## config.mk

```make
export PLATFORM = sky130hd
export DESIGN_NAME = sipo_deserializer
export DESIGN_NICKNAME = d
export VERILOG_FILES = /design/src/rtl/sipo_deserializer_pkg.sv /design/src/rtl/sipo_shifter.sv /design/src/rtl/sipo_deserializer.sv
export SDC_FILE = /design/constraint.sdc
export NUM_CORES = 1
export LEC_CHECK = 0
export CORE_ASPECT_RATIO = 0.9
export CORE_MARGIN = 10
export CORE_UTILIZATION = 44
export DETAILED_ROUTE_END_ITERATION = 8
export GPL_ROUTABILITY_DRIVEN = 0
export GPL_TIMING_DRIVEN = 0
export PLACE_DENSITY = 0.76
export SYNTH_ARGS = -nofsm -noshare
export SYNTH_HDL_FRONTEND = slang
export SYNTH_SLANG_ARGS = --single-unit
```

## constraint.sdc

```tcl
create_clock -name clk -period 1.4 [get_ports clk]
set_input_delay 0.28 -clock clk [delete_from_list [all_inputs] [get_ports clk]]
set_output_delay 0.28 -clock clk [all_outputs]
set_load 0.02 [all_outputs]
```

## src/rtl/sipo_deserializer_pkg.sv

```systemverilog
// Shared definitions for the serial-in / parallel-out deserializer.
//   deser_state_e   : FSM encoding (IDLE = no partial word, SHIFT = partial word)
//   DESER_WIDTH     : default parallel word width
//   DESER_MSB_FIRST : default bit order (1 = first serial bit lands in the MSB)
package sipo_deserializer_pkg;

  typedef enum logic {
    IDLE  = 1'b0,
    SHIFT = 1'b1
  } deser_state_e;

  localparam int DESER_WIDTH     = 8;
  localparam int DESER_MSB_FIRST = 1;

endpackage

```

## src/rtl/sipo_shifter.sv

```systemverilog
// Shift register plus bit counter for the deserializer.
// Ports:
//   clk     : rising-edge clock
//   rst     : asynchronous active-low reset (clears counter and shift register)
//   capture : take sin into the shift register this edge
//   sin     : serial data bit
//   word    : the word as it would stand after shifting sin in now; it is the
//             complete word whenever done is high
//   done    : this capture is the WIDTH-th bit of a word
module sipo_shifter
  import sipo_deserializer_pkg::*;
#(
  parameter int WIDTH     = DESER_WIDTH,
  parameter int MSB_FIRST = DESER_MSB_FIRST
) (
  input  logic             clk,
  input  logic             rst,
  input  logic             capture,
  input  logic             sin,
  output logic [WIDTH-1:0] word,
  output logic             done
);

  localparam int CW = $clog2(WIDTH);

  logic [CW-1:0]    count;
  logic [WIDTH-1:0] sreg;
  logic [WIDTH-1:0] shifted;
  logic             last;

  // MSB-first words shift left so the first bit ends up at WIDTH-1;
  // LSB-first words shift right so the first bit ends up at bit 0.
  always_comb begin
    if (MSB_FIRST != 0) begin
      shifted = {sreg[WIDTH-2:0], sin};
    end else begin
      shifted = {sin, sreg[WIDTH-1:1]};
    end
  end

  assign last = (count == CW'(WIDTH - 1));
  assign done = capture && last;
  assign word = shifted;

  // Counter wraps straight to 0 on the last bit so the next word may start
  // on the very next valid cycle.
  always_ff @(posedge clk or negedge rst) begin
    if (!rst) begin
      count <= '0;
      sreg  <= '0;
    end else if (capture) begin
      sreg  <= shifted;
      count <= last ? '0 : count + 1'b1;
    end
  end

endmodule

```

## src/rtl/sipo_deserializer.sv

```systemverilog
// Serial-in / parallel-out deserializer with a single-entry output register.
// Ports:
//   clk       : rising-edge clock
//   rst       : asynchronous active-low reset
//   sin_valid : sin carries a valid bit this cycle
//   sin       : serial data bit
//   out_ready : downstream accepts out_data this cycle
//   ovr_clr   : synchronous clear of the overrun flag
//   out_data  : assembled parallel word (registered)
//   out_valid : out_data holds an unaccepted word
//   busy      : a partial word is in progress
//   overrun   : sticky, a completed word was dropped
//   dbg_state : current FSM state
//
// Output handshake: a word transfers on a rising edge where out_valid=1 and
// out_ready=1. out_data is held stable while out_valid=1 and the word has not
// transferred; out_ready has no effect while out_valid=0. A word that
// completes while the register is full and not transferring is dropped and
// raises overrun; one completing on a transfer edge replaces the old word.
module sipo_deserializer
  import sipo_deserializer_pkg::*;
#(
  parameter int WIDTH     = DESER_WIDTH,
  parameter int MSB_FIRST = DESER_MSB_FIRST
) (
  input  logic             clk,
  input  logic             rst,
  input  logic             sin_valid,
  input  logic             sin,
  input  logic             out_ready,
  input  logic             ovr_clr,
  output logic [WIDTH-1:0] out_data,
  output logic             out_valid,
  output logic             busy,
  output logic             overrun,
  output deser_state_e     dbg_state
);

  logic [WIDTH-1:0] word;
  logic             word_done;

  deser_state_e     state_q;
  deser_state_e     state_d;

  logic [WIDTH-1:0] data_d;
  logic             valid_d;
  logic             ovr_d;
  logic             accept;
  logic             drop;

  sipo_shifter #(
    .WIDTH    (WIDTH),
    .MSB_FIRST(MSB_FIRST)
  ) u_shifter (
    .clk    (clk),
    .rst    (rst),
    .capture(sin_valid),
    .sin    (sin),
    .word   (word),
    .done   (word_done)
  );

  // FSM: WIDTH >= 2, so the first bit of a word can never also be its last.
  always_comb begin
    state_d = state_q;
    case (state_q)
      IDLE:    if (sin_valid) state_d = SHIFT;
      SHIFT:   if (word_done) state_d = IDLE;
      default: state_d = IDLE;
    endcase
  end

  always_ff @(posedge clk or negedge rst) begin
    if (!rst) begin
      state_q <= IDLE;
    end else begin
      state_q <= state_d;
    end
  end

  assign busy      = (state_q == SHIFT);
  assign dbg_state = state_q;

  // Output register, handshake and overrun.
  always_comb begin
    data_d  = out_data;
    valid_d = out_valid;
    ovr_d   = overrun;
    accept  = out_valid && out_ready;
    drop    = word_done && out_valid && !out_ready;
    if (word_done && !drop) begin
      data_d  = word;
      valid_d = 1'b1;
    end else if (accept) begin
      valid_d = 1'b0;
    end
    // A drop on the same edge as a clear leaves the flag set.
    if (drop) begin
      ovr_d = 1'b1;
    end else if (ovr_clr) begin
      ovr_d = 1'b0;
    end
  end

  always_ff @(posedge clk or negedge rst) begin
    if (!rst) begin
      out_data  <= '0;
      out_valid <= 1'b0;
      overrun   <= 1'b0;
    end else begin
      out_data  <= data_d;
      out_valid <= valid_d;
      overrun   <= ovr_d;
    end
  end

endmodule
```

==> results.yml <==
grt:
  grt_usage_pct: 7.93
  grt_use_met2_pct: 12.4
  busiest_layer: "met2"
  use_met1_pct: 8.11
  antenna_found_initial: 0
  grt_start_max_net_pins: 22
  grt_pass1_vias: 536
  grt_pass1_wl_mm: 2.55
  use_met3_pct: 3.05
  grt_overflow_total: 0
critical_path:
  start_kind: "flip-flop"
  path_max_fanout: 8
  slowest_delay_ns: 0.38
  required_ns: 1.59
  critPathArrivalTime_ns: 1.67
  end_kind: "flip-flop"
  crit_type: "reg2reg"
  critPathTopFamily: "flip-flops"
  worst-path-buf-inv: 1
  slowest_stage: "dfrtp_1"
  path_cells: "ha_2 -> ha_4 -> nand2_4 -> nor2b_4 -> buf_8 -> mux2_4"
sta:
  whs_ns: 0.484
  finalCritPeriodShare_pct: 106
  drv_slew: 0
  setup_ws_ns: -0.0824
  rsz0062_at_grt: "true"
  finalCriticalPeriod_ns: 1.48
  tightest_slew_ns: 0.917
  fin_skew_ns: 0.00455
  setup_viol: 8
  timing.slew.headroom_pct: 38.7
  fmax_mhz: 675
  hold_viol: 0
hold_path:
  hold_class: "in2async"
outcome:
  violations: "negative setup slack"
  status: "finished with violations"
power:
  vdd_ir_drop_max_uv: 823
  p_leak_nw: 0.547
  power_density_nw_per_um2: 1900
route:
  via_per_inst: 4.84
  route.antenna.remaining_nets: 0
  wirelength_mm: 1.55
  drc: 0
  wl_per_cell_um: 14.9
  vias: 503
  first_pass_iters: 2
  drt-initial-drc-count: 17
cts:
  clock_path_buffers: 2
  cts-htree-levels: 1
  cts_hold_buf: 0
  cts.sinks: 21
  clkSlewWorstSetupHoldPaths_ns: 0.11
  cts_made_buffers: 3
  clock_latency_ns: 0.30
  root_buffer: "clkbuf_4"
  cts_tree: "yes"
placed_design:
  port_buffers: 17
  dp_hpwl_mm: 1.09
cells_and_area:
  syn2layout_area_growth_pct: 30.5
  multiInputGateArea_um2: 338
  fillCellCount: 152
  seq_area_um2: 526
  fin_nets: 88
  drive_gt1_share_pct: 44.3
  utilization_pct: 60.2
  antenna_cells: 0
floorplanning:
  core_um2: 1900
  start_util_pct: 46.1
  die_height_um: 62.3
  fp-row-count: 15
  dieArea_um2: 4170
  io_pins: 18
  die_w_um: 67.0
yosys:
  yosysUniqueCellTypes: 16
  yosysSeqAreaShare_pct: 60.1
  syn-instance-count: 54
  syn-cell-area_um2: 875
  synth-seq-cells: 21
  syn_area_per_cell_um2: 16.2
  syn_nets: 62
  ys.warnings.count: 0
job:
  maxCapViolCount: 0
==> cells by family (layout without fill, tap and decap cells) <==
group                      count (synthesis)  after routing  synth area share, %
and+or+nand+nor                            6              6                 5.58
muxes                                     18             18                 26.6
AOI/OAI and AO/OA                          2              2                 1.29
buffers and inverters                      5             30                 3.58
DFF                                       21             21                 60.1
adders and majority gates                  2              2                 2.86
==> flip-flops by register name (all words and copies together) (netlist names) <==
| name | count |
|---|---|
| out_data | 8 |
| u_shifter.sreg | 7 |
| u_shifter.count | 3 |
| busy | 1 |
| out_valid | 1 |
| overrun | 1 |
==> power by group <==
part,leakage (nW),total (mW),internal (mW),switching [mW]
Sequential,0.253,0.968,0.829,0.139
Clock,0.0177,0.283,0.106,0.176
Combinational,0.276,0.922,0.520,0.402
Total,0.547,2.17,1.46,0.718
==> metrics by stage <==
step           instances  setup WS, ns  TNS, ns  instance area [um^2]  total power [mW]
4_1_cts              101       -0.0917   -0.611                  1120              2.18
6_report             104       -0.0824   -0.569                  1140              2.17
2_1_floorplan         54       0.00173        0                   890              1.56
3_5_place_dp          96        -0.259    -4.50                  1090              1.97
5_1_grt              104        -0.127   -0.997                  1140              2.34
3_3_place_gp          96        -0.262    -3.75                  1090              1.92
==> timing repair <==
item | CTS | global route
setup endpoints to repair | 20 | 8
gates resized for setup | 15 | 0
pin swaps | 1 | 1
buffers inserted | 1 | 3
hold endpoints to repair | 0 | 0
==> final cells by class <==
| type | instances | area share (%) |
|---|---|---|
| sequential | 21 | 46.1 |
| multi-input combinational | 28 | 29.6 |
| timing repair buffer | 21 | 16.1 |
| tap | 25 | 2.74 |
| buffer | 3 | 2.41 |
| clock buffer | 3 | 1.97 |
| inverter | 2 | 0.658 |
| clock inverter | 1 | 0.439 |
==> final timing paths <==
check	slack, ns	end	cells past startpoint	from
max	-0.08	out_data[2]	6	u_shifter.count[1]
min	0.48	u_shifter.sreg[6]	1	rst
max reg2reg	-0.08	out_data[2]	6	u_shifter.count[1]
min reg2reg	0.52	out_data[7]	1	u_shifter.sreg[6]
max in group asynchronous	0.36	out_data[0]	1	rst
min in group clk	0.52	out_data[7]	1	u_shifter.sreg[6]
==> cells in the final DEF (no fill, tap or decap) <==
cell	Yosys	final
dfrtp_1	21	21
dlygate4sd2_1	0	11
mux2_2	10	10
mux2_4	8	8
buf_4	1	6
clkdlybuf4s50_1	0	5
clkbuf_4	0	3
inv_1	2	2
buf_2	1	1
nand2_4	0	1
nand2b_4	1	1
nor2b_4	1	1
buf_8	0	1
nand2_1	1	1
o22ai_1	1	1
nand3b_1	1	1
o21ai_0	1	1
nor2_1	1	1
ha_4	0	1
ha_2	0	1
clkinv_2	0	1
==> worst reg2reg max path: stages, from the launching register on <==
cell	delay (ns)
dfrtp_1	0.38
ha_2	0.20
ha_4	0.15
nand2_4	0.06
nor2b_4	0.13
buf_8	0.16
mux2_4	0.31
==> Yosys cell counts <==
cell type | count | area share (%)
dfrtp_1 | 21 | 60
mux2_2 | 10 | 13
mux2_4 | 8 | 14
ha_1 | 2 | 2.9
inv_1 | 2 | 0.86
buf_2 | 1 | 0.57
buf_4 | 1 | 0.86
buf_6 | 1 | 1.3
nand2_1 | 1 | 0.43
nand2_2 | 1 | 0.72
nand2b_4 | 1 | 1.6
nand3b_1 | 1 | 0.86
nor2_1 | 1 | 0.43
nor2b_4 | 1 | 1.6
o21ai_0 | 1 | 0.57
o22ai_1 | 1 | 0.72
==> metal layers <==
metal / wire (um) / part of all wire [%] / up-vias
met4: 39 / 2.5 / 0
li1: - / - / 238
met5: 0 / 0 / -
met2: 751 / 49 / 14
met1: 627 / 41 / 247
met3: 130 / 8.4 / 4
Power figures use the tool's default switching activity.
==> edit (same flow settings) <==
Change the package constant `DESER_WIDTH` from 8 to 16.
--- a/src/rtl/sipo_deserializer_pkg.sv
+++ b/src/rtl/sipo_deserializer_pkg.sv
@@ -9,7 +9,7 @@
     SHIFT = 1'b1
   } deser_state_e;
 
-  localparam int DESER_WIDTH     = 8;
+  localparam int DESER_WIDTH     = 16;
   localparam int DESER_MSB_FIRST = 1;
 
 endpackage
Interface: changed (resized out_data); port bits go from 18 to 26. No check against the original RTL was run, so the function may have changed too.
==> edit against the unedited design <==
The run still ends with negative setup slack left. Total power rose by 76%. Hold slack got worse by 0.39 ns. Utilization decreased by 1.6 points. Wire length rose by 87%. Critical path depth unchanged. Count of clock-buffer cells in the layout grew 4. Synthesized area is 73% higher. Worst setup slack got worse by 0.081 ns. Die area grew 48%. Design area rose by 72%. Sequential cell count is 17 higher. Sequential power rose by 85%. Critical endpoint is now out_data[12]$_DFFE_PN0P_. Largest power group unchanged.
==> edit: results (changes against the unedited design) <==
status=finished with violations; failing checks=negative setup slack; Setup Skew=0.00320 ns (-0.00135 ns); number of global-route vias before repair=1030 (+92%); DRT Pass-1 Iters=4 (+2); clk_lat worst skew=0.28 ns (-0.02 ns); share of post-route cells with drive strength above 1=0.407 (-0.0356); CP Max Fanout=5 (-3); vias per inst=5.04 (+4.2%); post-synthesis mux area share=0.263 (-0.00285); Setup TNS Final=-1.96 ns (-1.40 ns); Tot Pwr=3.83 mW (+76%); Post-Route WL=2900 um (+87%); Nets=142 (+61%); clock network share of area=0.0389 (+0.0147); Post-Syn Area per Cell=16.1 um^2 (-0.72%); root buffer cell=clkbuf_8; total CTS buffers=5 (+2); comb_multi_in=50 (+79%); area occupied by multi-input gates=528 um^2 (+56%); actual slew at the worst max-slew pin=0.822 ns (-0.0946 ns); Non-clock buffers, area share=0.178 (-0.00696); #FFs+latches synth=38 (+81%); vias=902 (+79%); Yosys cell types=20 (+4); Final period util=1.12 (+0.0581); Clock H-tree levels=2 (+1); WL met3=194 um (+49%); Buffers excl. clock=39 (+63%); Worst path top cell family by delay=simple AND/OR/NAND/NOR gates; multi-input combinational area share=0.269 (-0.0273); IO buf count=25 (+8); adder-cell share of the synthesized area=0.00828 (-0.0203); setup ws final=-0.164 ns (-0.0813 ns); first-pass GRT wire length=5000 um (+96%); placed cell area=1820 um^2 (+67%); Critical path destination=out_data[12]$_DFFE_PN0P_; Seq/Total Area, Yosys=0.629 (+0.0283); Placed Cells=163 (+70%); clock power share=0.176 (+0.046); Non-clk invs=1 (-1); met1 Resource Use GR=0.117 (+0.0358); initial DRC count=42 (+25); ranking of synthesized cells by area=dfrtp_1 63%, mux2_2 16%, mux2_4 9.9%, buf_12 1.3%, xnor2_1 1.2%; Largest register FFs=16 (+8); Synth Area in XOR/XNOR=0.0116 (+0.0116); Finish-stage setup viols=16 (+8); layout clock buffer count=7 (+4)
edit: changes by cell type in the layout (fill, tap and decap cells not counted), moves of 3 or more:
| cell | change |
|---|---|
| buf_4 | +3 |
| clkbuf_4 | -3 |
| clkbuf_8 | +5 |
| dfrtp_1 | +17 |
| dlygate4sd2_1 | +9 |
| mux2_2 | +11 |
| mux2_4 | +3 |
edit: worst min-delay path by stage:
| stage | endpoint | slack, ns |
|---|---|---|
| after floorplan | busy$_DFF_PN0_ | -0.02 |
| after global placement | busy$_DFF_PN0_ | 0.47 |
| after CTS | u_shifter.sreg[0]$_DFFE_PN0P_ | 0.12 |
| final | out_data[10]$_DFFE_PN0P_ | 0.09 |
| after global routing | out_data[11]$_DFFE_PN0P_ | 0.16 |
| after detailed placement | out_data[10]$_DFFE_PN0P_ | 0.42 |
edit: timing repair:
action	4_1_cts	5_1_grt
resized for setup	26	1
setup endpoints to repair	42	18
pin swaps	1	1
gates cloned	1	0
buffers inserted	6	4
hold buffers	0	0
